**src/rtl/pulp_cluster_package.sv**
```systemverilog
// Shared cluster types: core data port request/response bundles
// and data buffer defaults.
package pulp_cluster_package;

  typedef struct packed {
    logic        req;
    logic [31:0] add;
    logic        we;
    logic [31:0] data;
    logic [3:0]  be;
  } core_data_req_t;

  typedef struct packed {
    logic        gnt;
    logic [31:0] r_data;
    logic        r_valid;
  } core_data_rsp_t;

  localparam int DataBufDefaultDepth          = 2;
  localparam int DataBufDefaultMaxOutstanding = 4;

endpackage

```
**src/rtl/cluster_data_req_fifo.sv**
```systemverilog
// Fall-through-free request FIFO; pointers carry a wrap bit
// so full and empty are told apart without a counter.
module cluster_data_req_fifo
  import pulp_cluster_package::*;
#(
  parameter int Depth = DataBufDefaultDepth
) (
  input  logic           clk_i,
  input  logic           rst_i,
  input  logic           push_i,
  input  core_data_req_t data_i,
  input  logic           pop_i,
  output logic           full_o,
  output logic           empty_o,
  output core_data_req_t head_o
);

  localparam int AW = (Depth > 1) ? $clog2(Depth) : 1;

  logic [AW:0]    wptr_q;
  logic [AW:0]    rptr_q;
  core_data_req_t mem_q [Depth];

  function automatic logic [AW:0] ptr_inc(input logic [AW:0] p);
    if (p[AW-1:0] == AW'(Depth - 1))
      return {~p[AW], {AW{1'b0}}};
    return p + 1'b1;
  endfunction

  assign empty_o = (wptr_q == rptr_q);
  assign full_o  = (wptr_q[AW] != rptr_q[AW]) &&
                   (wptr_q[AW-1:0] == rptr_q[AW-1:0]);
  assign head_o  = mem_q[rptr_q[AW-1:0]];

  always_ff @(posedge clk_i or posedge rst_i) begin
    if (rst_i) begin
      wptr_q <= '0;
      rptr_q <= '0;
    end else begin
      if (push_i && !full_o)
        wptr_q <= ptr_inc(wptr_q);
      if (pop_i && !empty_o)
        rptr_q <= ptr_inc(rptr_q);
    end
  end

  always_ff @(posedge clk_i) begin
    if (push_i && !full_o)
      mem_q[wptr_q[AW-1:0]] <= data_i;
  end

endmodule

```
**src/rtl/cluster_core_data_buffer.sv**
```systemverilog
// Elastic per-core data buffer: request FIFO, in-flight limit, registered
// responses. CLUSTER_DATA_BUF_STATS_EN adds stall/accept counters.
module cluster_core_data_buffer
  import pulp_cluster_package::*;
#(
  parameter int  ReqFifoDepth   = DataBufDefaultDepth,
  parameter int  MaxOutstanding = DataBufDefaultMaxOutstanding,
  localparam int CntWidth       = $clog2(MaxOutstanding + 1)
) (
  input  logic                clk_i,
  input  logic                rst_i,
  input  core_data_req_t      core_req_i,
  output core_data_rsp_t      core_rsp_o,
  output core_data_req_t      mem_req_o,
  input  core_data_rsp_t      mem_rsp_i,
  output logic [CntWidth-1:0] outstanding_o,
  output logic                idle_o,
  output logic                err_o
`ifdef CLUSTER_DATA_BUF_STATS_EN
  ,
  input  logic                clear_stats_i,
  output logic [31:0]         stall_cnt_o,
  output logic [31:0]         req_cnt_o
`endif
);

  localparam logic [CntWidth-1:0] MaxCnt = CntWidth'(MaxOutstanding);
  localparam logic [CntWidth-1:0] OneCnt = CntWidth'(1);

  logic           fifo_full;
  logic           fifo_empty;
  core_data_req_t fifo_head;
  logic           gnt;
  logic           accept;
  logic           pop;
  logic [CntWidth-1:0] cnt_q;
  logic           r_valid_q;
  logic [31:0]    r_data_q;
  logic           err_q;
  logic           none_in_flight;

  // gnt is held low during reset so the whole response bundle reads zero
  assign gnt    = !rst_i && !fifo_full && (cnt_q < MaxCnt);
  assign accept = core_req_i.req && gnt;
  assign pop    = !fifo_empty && mem_rsp_i.gnt;

  cluster_data_req_fifo #(
    .Depth (ReqFifoDepth)
  ) i_fifo (
    .clk_i   (clk_i),
    .rst_i   (rst_i),
    .push_i  (accept),
    .data_i  (core_req_i),
    .pop_i   (pop),
    .full_o  (fifo_full),
    .empty_o (fifo_empty),
    .head_o  (fifo_head)
  );

  always_comb begin
    mem_req_o     = fifo_head;
    mem_req_o.req = !fifo_empty;
  end

  always_comb begin
    core_rsp_o         = '0;
    core_rsp_o.gnt     = gnt;
    core_rsp_o.r_data  = r_data_q;
    core_rsp_o.r_valid = r_valid_q;
  end

  // a response sitting in the output register is still counted
  assign none_in_flight = (cnt_q == '0) ||
                          ((cnt_q == OneCnt) && r_valid_q);

  always_ff @(posedge clk_i or posedge rst_i) begin
    if (rst_i) begin
      cnt_q     <= '0;
      r_valid_q <= 1'b0;
      r_data_q  <= '0;
      err_q     <= 1'b0;
    end else begin
      r_valid_q <= mem_rsp_i.r_valid;
      if (mem_rsp_i.r_valid)
        r_data_q <= mem_rsp_i.r_data;
      if (accept && !r_valid_q) begin
        if (cnt_q != MaxCnt)
          cnt_q <= cnt_q + OneCnt;
      end else if (!accept && r_valid_q) begin
        if (cnt_q != '0)
          cnt_q <= cnt_q - OneCnt;
      end
      if ((mem_rsp_i.r_valid && none_in_flight) ||
          (mem_rsp_i.gnt && fifo_empty))
        err_q <= 1'b1;
    end
  end

  assign outstanding_o = cnt_q;
  assign idle_o        = fifo_empty && (cnt_q == '0);
  assign err_o         = err_q;

`ifdef CLUSTER_DATA_BUF_STATS_EN
  always_ff @(posedge clk_i or posedge rst_i) begin
    if (rst_i) begin
      stall_cnt_o <= '0;
      req_cnt_o   <= '0;
    end else if (clear_stats_i) begin
      stall_cnt_o <= '0;
      req_cnt_o   <= '0;
    end else begin
      if (core_req_i.req && !gnt)
        stall_cnt_o <= stall_cnt_o + 32'd1;
      if (accept)
        req_cnt_o <= req_cnt_o + 32'd1;
    end
  end
`endif

endmodule

```
**config.mk**
```make
export PLATFORM = sky130hd
export DESIGN_NAME = cluster_core_data_buffer
export DESIGN_NICKNAME = d
export VERILOG_FILES = /design/src/rtl/pulp_cluster_package.sv /design/src/rtl/cluster_data_req_fifo.sv /design/src/rtl/cluster_core_data_buffer.sv
export SDC_FILE = /design/constraint.sdc
export NUM_CORES = 1
export LEC_CHECK = 0
export CAP_MARGIN = 20
export CORE_MARGIN = 4
export CORE_UTILIZATION = 50
export DETAILED_ROUTE_END_ITERATION = 8
export HOLD_SLACK_MARGIN = 0.05
export PLACE_DENSITY = 0.95
export SLEW_MARGIN = 15
export SYNTH_ARGS = -nofsm -noshare
export SYNTH_HDL_FRONTEND = slang
export SYNTH_SLANG_ARGS = --single-unit
```
**constraint.sdc**
```tcl
create_clock -name clk_i -period 13.24 [get_ports clk_i]
set_input_delay 3.31 -clock clk_i [delete_from_list [all_inputs] [get_ports clk_i]]
set_output_delay 3.31 -clock clk_i [all_outputs]
set_load 0.03 [all_outputs]
```
==> out/metrics.csv, run 1 <==
stage,metric,value,unit
power_and_ir_drop,finalPower,0.001978,W
die,initial_core_util,51.04,%
final_layout,nNetsFinal,674,
flow_run,drv_cap,0,
final_layout,area.growth.synth_to_final,43.67,%
sta,fin_worst_skew,0.01043,ns
final_layout,fill_cells,760,
route,wl_met1,5342,µm
final_layout,diodes,0,
synth,yosysWarnings,0,
critical_path,worstSetupEndpointType,output port,
die,std_cell_rows,42,
synth,netlist_instances,343,
sta,clock.fmax,124.3,MHz
die,fp.dieW,124.0,µm
route,drc,0,
clocking,ctsResizeCount,0,
die,num_io_pins,215,
route,wl_met2,7695,µm
synth,synth_seq_area_share,76.79,%
die,coreArea,13190,µm²
clocking,cts_hold_buf,0,
sta,finalHoldViolCount,0,
clocking,numClockSinks,179,
sta,finalSetupTns,0,ns
synth,synth-seq-cells,179,
synth,yosysUniqueCellTypes,26,
clocking,htreeDepth,4,
route,routed_wirelength,15140,µm
route,post_drt_wl_per_cell,20.13,µm
critical_path,worstPathRequired,9.93,ns
min_path,hold_path.class,register to register,
grt,antenna_found_initial,1,
critical_path,worst-setup-path-type,input pin to output port,
sta,worst_slack,5.195,ns
critical_path,start_kind,input pin,
outcome,status,completed,
power_and_ir_drop,ir_drop,134.3,µV
synth,syn_area,6733,µm²
final_layout,utilization,73.34,%
route,vias_per_cell,5.090,
grt,grt_pass1_vias,4227,
grt,grt_use_total,19.89,%
synth,synth_top_area_share,61.55,%
sta,relSlewSlack,34.16,%
sta,tightest_slew,0.9877,ns
grt,grt_max_degree,73,
synth,yosys.area.top_type,edfxtp_1,
route,via_count,3828,
sta,setup_viol,0,
clocking,post_cts_buffers,0,
die,die-area,15390,µm²
sta,rsz0062_at_grt,false,
sta,slew_violations,0,
place,post-place-ws,5.230,ns
clocking,clk_pin_slew,0.07,ns
synth,syn_nets,454,
sta,min_period,8.045,ns
final_layout,drive_gt1_share,24.13,%
route,drt_pass1_iterations,4,
critical_path,worstPathArrival,4.73,ns
clocking,cts_tree,done,
route,top_layer,met5,
clocking,clock_path_buffers,2,
power_and_ir_drop,p_leak,3.425,nW
synth,syn_area_per_cell,19.63,µm²
critical_path,cp_max_fo,3,
sta,fin_crit_sh,60.76,%
power_and_ir_drop,power_density,204.5,nW/µm²
clocking,numCtsBuffers,17,
grt,grt_pass1_wl,22400,µm
route,antenna_left,0,
place,hpwlAfterDp,10340,µm
synth,ys_top_cells_by_area,"edfxtp_1 (62%), mux2_2 (17%), dfrtp_1 (15%)",
route,drtIter0Drc,257,
place,gp_congestion,0.7549,
place,place.port_buffers,214,
clocking,clk_latency,0.42,ns
route,wl_met3,1865,µm
die,die_h,124.0,µm
grt,grt-ovfl-total,0,
clocking,clk_root_buffer_cell,clkbuf_16,
-- report_power, final --
part	total, W	switching, W	leakage (nW)	internal, W
Clock	0.000520	0.000204	0.291	0.000316
Combinational	0.000683	0.000362	1.40	0.000321
Sequential	0.000775	0.0000783	1.73	0.000697
Total	0.00198	0.000645	3.43	0.00133
-- area by class of cell --
class	instances	area [µm²]	share of cell area, %
Sequential cell	179	5174	53.49
Timing Repair Buffer	217	2165	22.38
Tap cell	176	220.2	2.277
Multi-Input combinational cell	141	1473	15.22
Clock buffer	19	432.9	4.475
Inverter	7	26.28	0.2716
Clock inverter	13	182.7	1.888
-- cells in the mapped netlist --
master / instances
nor2b_1: 2
a21oi_1: 4
and2_4: 1
a2bb2oi_1: 1
a2111oi_4: 1
inv_1: 7
o21ai_0: 4
nand2b_1: 1
nand3_1: 1
o31ai_1: 1
or3_1: 1
xor2_2: 1
clkbuf_1: 13
edfxtp_1: 138
dfrtp_1: 41
mux2_2: 101
xor2_1: 2
nor3b_1: 3
xnor2_1: 5
ha_1: 5
nor2_1: 1
buf_4: 3
nand2_1: 3
a21bo_2: 1
a221o_1: 1
a211oi_1: 1
-- cells in the final DEF, fill, tap and decap left out, types with 2 or more instances in the layout --
cell type and count:
clkinv_4 2, bufinv_16 4, clkbuf_16 17, edfxtp_1 138
clkbuf_1 2, dfrtp_1 40, nand2_1 3, inv_1 7
clkdlybuf4s50_1 214, xor2_1 2, buf_4 3, xnor2_1 5
ha_1 5, mux2_2 101, clkinv_2 2, a21oi_1 4
nor3b_1 3, clkinvlp_4 3, o21ai_0 4
-- final timing paths --
kind,from,to,slack (ns),cells past startpoint
max,rst_i,core_rsp_o[33],5.20,3
min,i_fifo.rptr_q[1],i_fifo.rptr_q[1],0.50,1
max reg2reg,i_fifo.rptr_q[0],i_fifo.mem_q[0][34],9.55,4
min reg2reg,i_fifo.rptr_q[1],i_fifo.rptr_q[1],0.50,1
max in group asynchronous,rst_i,i_fifo.rptr_q[0],9.40,3
min in group asynchronous,rst_i,i_fifo.wptr_q[1],3.44,3
-- worst max-delay path, cell delays in order --
cell,delay (ns)
clkdlybuf4s50_1,0.48
a211oi_1,0.23
clkdlybuf4s50_1,0.72
-- layer usage --
metal	vias up	GRT usage, %
li1	1741	-
met1	1869	20.94
met2	193	34.43
met3	23	9.900
met4	2	7.050
met5	-	0
-- state kept, by name, indices dropped and copies added (netlist names) --
register and cells:
err_o 1, i_fifo.mem_q 138, r_valid_q 1, i_fifo.wptr_q 2, r_data_q 32, outstanding_o 3
i_fifo.rptr_q 2
-- through the flow --
step | hold WS, ns | instances | cell area, µm²
floorplan | 0.4648 | 343 | 6733
global placement | 0.4782 | 720 | 9057
detailed placement | 0.4890 | 720 | 9057
CTS | 0.5026 | 752 | 9673
global route | 0.5229 | 752 | 9673
finish | 0.4978 | 752 | 9673
-- cell families after synthesis --
group                      count (synthesis)  synth area share [%]
DFF                                      179                 76.79
muxes                                    101                 16.89
buffers and inverters                     23                 1.450
AOI/OAI and AO/OA                         14                 1.654
and+or+nand+nor                           13                 1.134
xor gates and xnor gates                   8                 1.152
adders and majority gates                  5                0.9292
No activity file was read; power rests on OpenSTA's default activity.
==> inputs of run 2 (changes only) <==
CORE_UTILIZATION = 46   (was 50)
PLACE_DENSITY = 0.89   (was 0.95)
clock period = 8.4 ns   (was 13.24 ns; I/O delays follow)
==> run 2 against run 1 <==
Via count shrank 1.7%. Global-route usage decreased by 2.8 points. Critical endpoint unchanged. Clock power up 41%. Clock skew decreased by 0.0049 ns. Sequential power is 56% higher. Largest power group unchanged.
==> out/metrics.csv, run 2 (synthesized netlist as in run 1, its figures left out) <==
stage,metric,value,unit,change
grt,antenna_found_initial,0,,was 1
critical_path,cp_max_fo,3,,unchanged
grt,grt_pass1_vias,4162,,was 4227
power_and_ir_drop,p_int,0.002020,W,was 0.001333 W
final_layout,finalInstanceArea,9622,µm²,was 9673 µm²
route,antenna_left,0,,unchanged
grt,gr-usage-met1,18.51,%,was 20.94%
clocking,htreeDepth,4,,unchanged
clocking,cts_hold_buf,0,,unchanged
clocking,clk_latency,0.41,ns,was 0.42 ns
final_layout,mostFrequentLayoutCells,"clkdlybuf4s50_1 (214), edfxtp_1 (138), mux2_2 (101)",,unchanged
power_and_ir_drop,switching_power,0.0009989,W,was 0.0006446 W
place,hpwlAfterDp,9775,µm,was 10340 µm
critical_path,worstPathArrival,3.65,ns,was 4.73 ns
critical_path,worst-setup-path-type,input pin to output port,,unchanged
route,drtIter0Drc,140,,was 257
critical_path,crit_top_cell,clkdlybuf4s50_1,,unchanged
sta,fin_worst_skew,0.005516,ns,was 0.01043 ns
grt,grt_use_total,17.12,%,was 19.89%
final_layout,final_common_cell,clkdlybuf4s50_1,,unchanged
sta,relSlewSlack,33.23,%,was 34.16%
min_path,hold_path.class,register to register,,unchanged
grt,gr-usage-met3,9.257,%,was 9.900%
place,gp_congestion,0.7974,,was 0.7549
sta,tightest_slew,1.002,ns,was 0.9877 ns
route,routed_wirelength,13980,µm,was 15140 µm
critical_path,crit_buf_inv,2,,unchanged
die,die_h,129.0,µm,was 124.0 µm
die,die-area,16640,µm²,was 15390 µm²
sta,worst_slack,2.654,ns,was 5.195 ns
route,drc,0,,unchanged
grt,met2_usage,28.93,%,was 34.43%
final_layout,diodes,0,,unchanged
clocking,cts_tree,done,,unchanged
sta,finalHoldViolCount,0,,unchanged
route,vias_per_cell,4.978,,was 5.090
final_layout,drive_gt1_share,24.13,%,unchanged
sta,fin_hold_ws,0.5067,ns,was 0.4978 ns
clocking,clk_root_buffer_cell,clkbuf_16,,unchanged
power_and_ir_drop,clkPwrFrac,24.3,%,was 26.3%
final_layout,fill_cells,901,,was 760
die,fp.dieW,129.0,µm,was 124.0 µm
grt,grt-ovfl-total,0,,unchanged
sta,finalSetupTns,0,ns,unchanged
final_layout,nNetsFinal,674,,unchanged
clocking,post_cts_buffers,0,,unchanged
clocking,ctsResizeCount,0,,unchanged
place,post-place-ws,2.646,ns,was 5.230 ns
place,placed_area,9062,µm²,was 9057 µm²
critical_path,crit_path_max_incr_delay,0.74,ns,was 0.72 ns
clocking,clk_pin_slew,0.06,ns,was 0.07 ns
route,post_drt_wl_per_cell,18.49,µm,was 20.13 µm
grt,grt-busiest-layer,met2,,unchanged
critical_path,path_cells,"clkdlybuf4s50_1, a211oi_1, clkdlybuf4s50_1",,unchanged
outcome,status,completed,,unchanged
clocking,numCtsBuffers,17,,unchanged
sta,min_period,5.746,ns,
place,place.port_buffers,214,,unchanged
final_layout,area.growth.synth_to_final,42.91,%,was 43.67%
die,coreArea,14100,µm²,was 13190 µm²
power_and_ir_drop,combinationalPowerShare,35.5,%,was 34.5%
sta,clock.fmax,174.0,MHz,
clocking,numClockSinks,179,,unchanged
power_and_ir_drop,power_density,313.7,nW/µm²,was 204.5 nW/µm²
critical_path,start_kind,input pin,,unchanged
power_and_ir_drop,sw_frac_of_total,33.09,%,was 32.59%
critical_path,path_delay_family,buffers and inverters,,unchanged
sta,slew_violations,0,,unchanged
route,drt_pass1_iterations,4,,unchanged
power_and_ir_drop,p_leak,3.402,nW,was 3.425 nW
die,initial_core_util,47.76,%,was 51.04%
critical_path,worstSetupEndpointType,output port,,unchanged
die,std_cell_rows,43,,was 42
die,num_io_pins,215,,unchanged
flow_run,drv_cap,0,,unchanged
power_and_ir_drop,ir_drop,149.6,µV,was 134.3 µV
final_layout,largest_reg_flops,138,,unchanged
critical_path,cp_slowest_cell,clkdlybuf4s50_1,,unchanged
power_and_ir_drop,seq_power_share,40.2,%,was 39.2%
critical_path,worstPathRequired,6.30,ns,was 9.93 ns
sta,rsz0062_at_grt,false,,unchanged
route,via_count,3763,,was 3828
grt,grt_max_degree,73,,unchanged
sta,setup_viol,0,,unchanged
grt,grt_pass1_wl,21400,µm,was 22400 µm
sta,fin_crit_sh,68.40,%,
clocking,clock_path_buffers,2,,unchanged
[run 2: changes by cell type in the layout (fill, tap and decap cells not counted)]
cell,delta
bufinv_16,-4
clkinv_1,-1
clkinv_4,-1
clkbuf_16,+2
inv_6,+2
clkinv_2,+1
clkbuf_1,+1
[run 2: through the flow]
step	total power [W]	utilization [%]	cells
final	0.003018	68.26	756
after global routing	0.003155	68.26	756
after CTS	0.003055	68.26	756
after detailed placement	0.002315	64.29	724
after global placement	0.002286	64.29	724
after floorplan	0.001874	-	343
[run 2: final timing paths]
kind / endpoint / from / depth (start not counted) / slack [ns]
hold reg to reg: err_o / err_o / 2 / 0.51
min in group asynchronous: outstanding_o[0] / rst_i / 2 / 2.10
setup / recovery: core_rsp_o[33] / rst_i / 3 / 2.65
max in group asynchronous: r_data_q[9] / rst_i / 3 / 5.57
setup reg to reg: i_fifo.mem_q[0][34] / i_fifo.rptr_q[0] / 4 / 4.74
hold / removal: err_o / err_o / 2 / 0.51
[run 2: area by class of cell]
class / count / area [µm²] / area share (%)
Sequential cell: 179 / 5174 / 53.77
Timing Repair Buffer: 217 / 2165 / 22.50
Clock buffer: 22 / 486.7 / 5.059
Inverter: 7 / 26.28 / 0.2731
Tap cell: 180 / 225.2 / 2.341
Multi-Input combinational cell: 141 / 1473 / 15.31
Clock inverter: 10 / 72.57 / 0.7542
[run 2: routing by layer]
metal / part of all wire, % / vias to the layer above
met5: 0 / -
met4: 1.4 / 0
met3: 12 / 16
met2: 51 / 165
met1: 36 / 1841
li1: - / 1741
[run 2: power by group through the flow]
stage | sequential, W | combinational [W] | clock [W]
2_1_floorplan | 0.00120 | 0.000676 | 0
3_3_place_gp | 0.00123 | 0.00106 | 0
3_5_place_dp | 0.00124 | 0.00108 | 0
4_1_cts | 0.00122 | 0.00109 | 0.000749
5_1_grt | 0.00123 | 0.00113 | 0.000792
6_report | 0.00121 | 0.00107 | 0.000732
[run 2: tightest hold or removal path, cell delays in order (launching register included)]
cell and delay (ns):
dfrtp_1 0.36, nor2_1 0.05, o21ai_0 0.06
==> inputs of run 3 (changes only) <==
clock period = 5.8 ns   (was 8.4 ns; I/O delays follow)
==> run 3 against run 2 <==
Sequential power grew 42%. Combinational power grew 50%. Highest routed layer unchanged. Setup slack lost 1.3 ns. Clock skew grew 0.0031 ns. Die area is the same. Via count grew 1.0%. Power grew 48%.
==> out/metrics.csv, run 3 (synthesized netlist as in run 1, its figures left out) <==
stage,metric,value,unit,change
sta,fin_hold_ws,0.5005,ns,was 0.5067 ns
critical_path,worstPathRequired,4.35,ns,was 6.30 ns
critical_path,start_kind,input pin,,unchanged
sta,fin_crit_sh,76.56,%,
clocking,clk_pin_slew,0.06,ns,about the same
min_path,hold_path.class,register to register,,unchanged
sta,tightest_slew,0.9800,ns,was 1.002 ns
die,initial_core_util,47.76,%,unchanged
route,drc,0,,unchanged
clocking,clk_root_buffer_cell,clkbuf_16,,unchanged
die,num_io_pins,215,,unchanged
min_path,worst_hold_startpoint,err_o,,unchanged
final_layout,fill_cells,907,,was 901
final_layout,largest_reg_flops,138,,unchanged
clocking,numClockSinks,179,,unchanged
grt,grt_pass1_wl,22240,µm,was 21400 µm
sta,finalHoldViolCount,0,,unchanged
clocking,ctsResizeCount,0,,unchanged
die,std_cell_rows,43,,unchanged
clocking,post_cts_buffers,0,,unchanged
critical_path,worst-setup-path-type,input pin to output port,,unchanged
grt,grt_pass1_vias,4145,,was 4162
power_and_ir_drop,ir_drop,259.3,µV,was 149.6 µV
critical_path,r2r_setup_slack,2.85,ns,was 4.74 ns
sta,setup_viol,0,,unchanged
final_layout,nNetsFinal,675,,was 674
flow_run,drv_cap,0,,unchanged
clocking,htreeDepth,4,,unchanged
min_path,worstHoldEndpoint,err_o,,unchanged
critical_path,reg2reg_to,i_fifo.mem_q[0][63],,was i_fifo.mem_q[0][34]
sta,slew_violations,0,,unchanged
critical_path,crit_path_max_incr_delay,0.74,ns,about the same
sta,relSlewSlack,34.67,%,was 33.23%
route,vias_per_cell,5.022,,was 4.978
sta,finalSetupTns,0,ns,unchanged
critical_path,worstPathArrival,2.99,ns,was 3.65 ns
die,die_h,129.0,µm,unchanged
critical_path,startpoint,rst_i,,unchanged
clocking,clk_latency,0.42,ns,was 0.41 ns
route,antenna_left,0,,unchanged
clocking,numCtsBuffers,17,,unchanged
route,via_count,3802,,was 3763
grt,grt_use_total,17.80,%,was 17.12%
place,gp_congestion,0.7869,,was 0.7974
route,drt_pass1_iterations,4,,unchanged
critical_path,worstSetupEndpointType,output port,,unchanged
route,drtIter0Drc,168,,was 140
sta,min_period,4.441,ns,
outcome,status,completed,,unchanged
power_and_ir_drop,power_density,460.8,nW/µm²,was 313.7 nW/µm²
grt,grt_max_degree,71,,was 73
die,coreArea,14100,µm²,unchanged
critical_path,path_cells,"clkdlybuf4s50_1, a211oi_1, clkdlybuf4s50_1",,unchanged
die,die-area,16640,µm²,unchanged
final_layout,area.growth.synth_to_final,43.93,%,was 42.91%
critical_path,cp_max_fo,3,,unchanged
route,post_drt_wl_per_cell,19.10,µm,was 18.49 µm
sta,fin_worst_skew,0.008627,ns,was 0.005516 ns
route,routed_wirelength,14460,µm,was 13980 µm
place,place.port_buffers,214,,unchanged
final_layout,drive_gt1_share,24.78,%,was 24.13%
sta,clock.fmax,225.2,MHz,
grt,antenna_found_initial,0,,unchanged
clocking,cts_tree,done,,unchanged
critical_path,crit_top_cell,clkdlybuf4s50_1,,unchanged
final_layout,mostFrequentLayoutCells,"clkdlybuf4s50_1 (214), edfxtp_1 (138), mux2_2 (101)",,unchanged
grt,grt-ovfl-total,0,,unchanged
power_and_ir_drop,p_leak,3.442,nW,was 3.402 nW
clocking,cts_hold_buf,0,,unchanged
critical_path,ff2ff_path_depth,4,,unchanged
die,fp.dieW,129.0,µm,unchanged
clocking,clock_path_buffers,2,,unchanged
place,hpwlAfterDp,9900,µm,was 9775 µm
final_layout,final_common_cell,clkdlybuf4s50_1,,unchanged
final_layout,diodes,0,,unchanged
critical_path,regToRegStartpoint,i_fifo.rptr_q[0],,unchanged
sta,rsz0062_at_grt,false,,unchanged
critical_path,cp_slowest_cell,clkdlybuf4s50_1,,unchanged
min_path,holdPathStages,2,,unchanged
## run 3: changes by cell type in the layout (fill, tap and decap cells not counted)
cell	before	now
buf_12	0	1
clkinvlp_4	3	1
inv_4	0	1
clkinv_2	3	1
clkbuf_1	3	0
clkbuf_16	19	20
clkinv_4	1	3
clkbuf_8	0	2
inv_6	3	4
## run 3: how the worst max path moves through the flow
stage                               endpoint  cells past startpoint
after floorplan           i_fifo.mem_q[0][0]                      2
after global placement        core_rsp_o[33]                      3
after detailed placement      core_rsp_o[33]                      3
after CTS                     core_rsp_o[33]                      3
after global routing          core_rsp_o[33]                      3
final                         core_rsp_o[33]                      3
## run 3: cell type report
class | count | area [µm²] | area share (%)
multi-input combinational | 141 | 1473 | 15.20
timing repair buffer | 218 | 2185 | 22.54
sequential | 179 | 5174 | 53.39
inverter | 7 | 26.28 | 0.2711
tap | 180 | 225.2 | 2.324
clock buffer | 22 | 528.0 | 5.449
clock inverter | 10 | 80.08 | 0.8263
## run 3: routing by layer
layer	global-route usage [%]	wire length [µm]
met5	0	0
met4	5.930	170
met3	9.091	1621
met2	30.03	7349
met1	19.53	5320
## run 3: report_power, final
part	internal, W	leakage (nW)	total [W]	switching, W
combinational	0.000737	1.41	0.00161	0.000868
clock	0.000657	0.300	0.00114	0.000485
sequential	0.00159	1.73	0.00172	0.000129
## run 3: worst max-delay path, delay by kind of cell
kind                   cells  cell delay (ns)
buffers and inverters      2             1.22
AO/OA/AOI/OAI              1             0.31
## run 3: stage by stage
stage                     std cells  cell area (µm²)  setup slack, ns  total power (W)  utilization, %
after floorplan                 343             6733           0.3703         0.002714               -
after global placement          725             9082            1.358         0.003319           64.43
after detailed placement        725             9082            1.360         0.003358           64.43
after CTS                       757             9691            1.360         0.004514           68.75
after global routing            757             9691            1.342         0.004655           68.75
final                           757             9691            1.359         0.004466           68.75
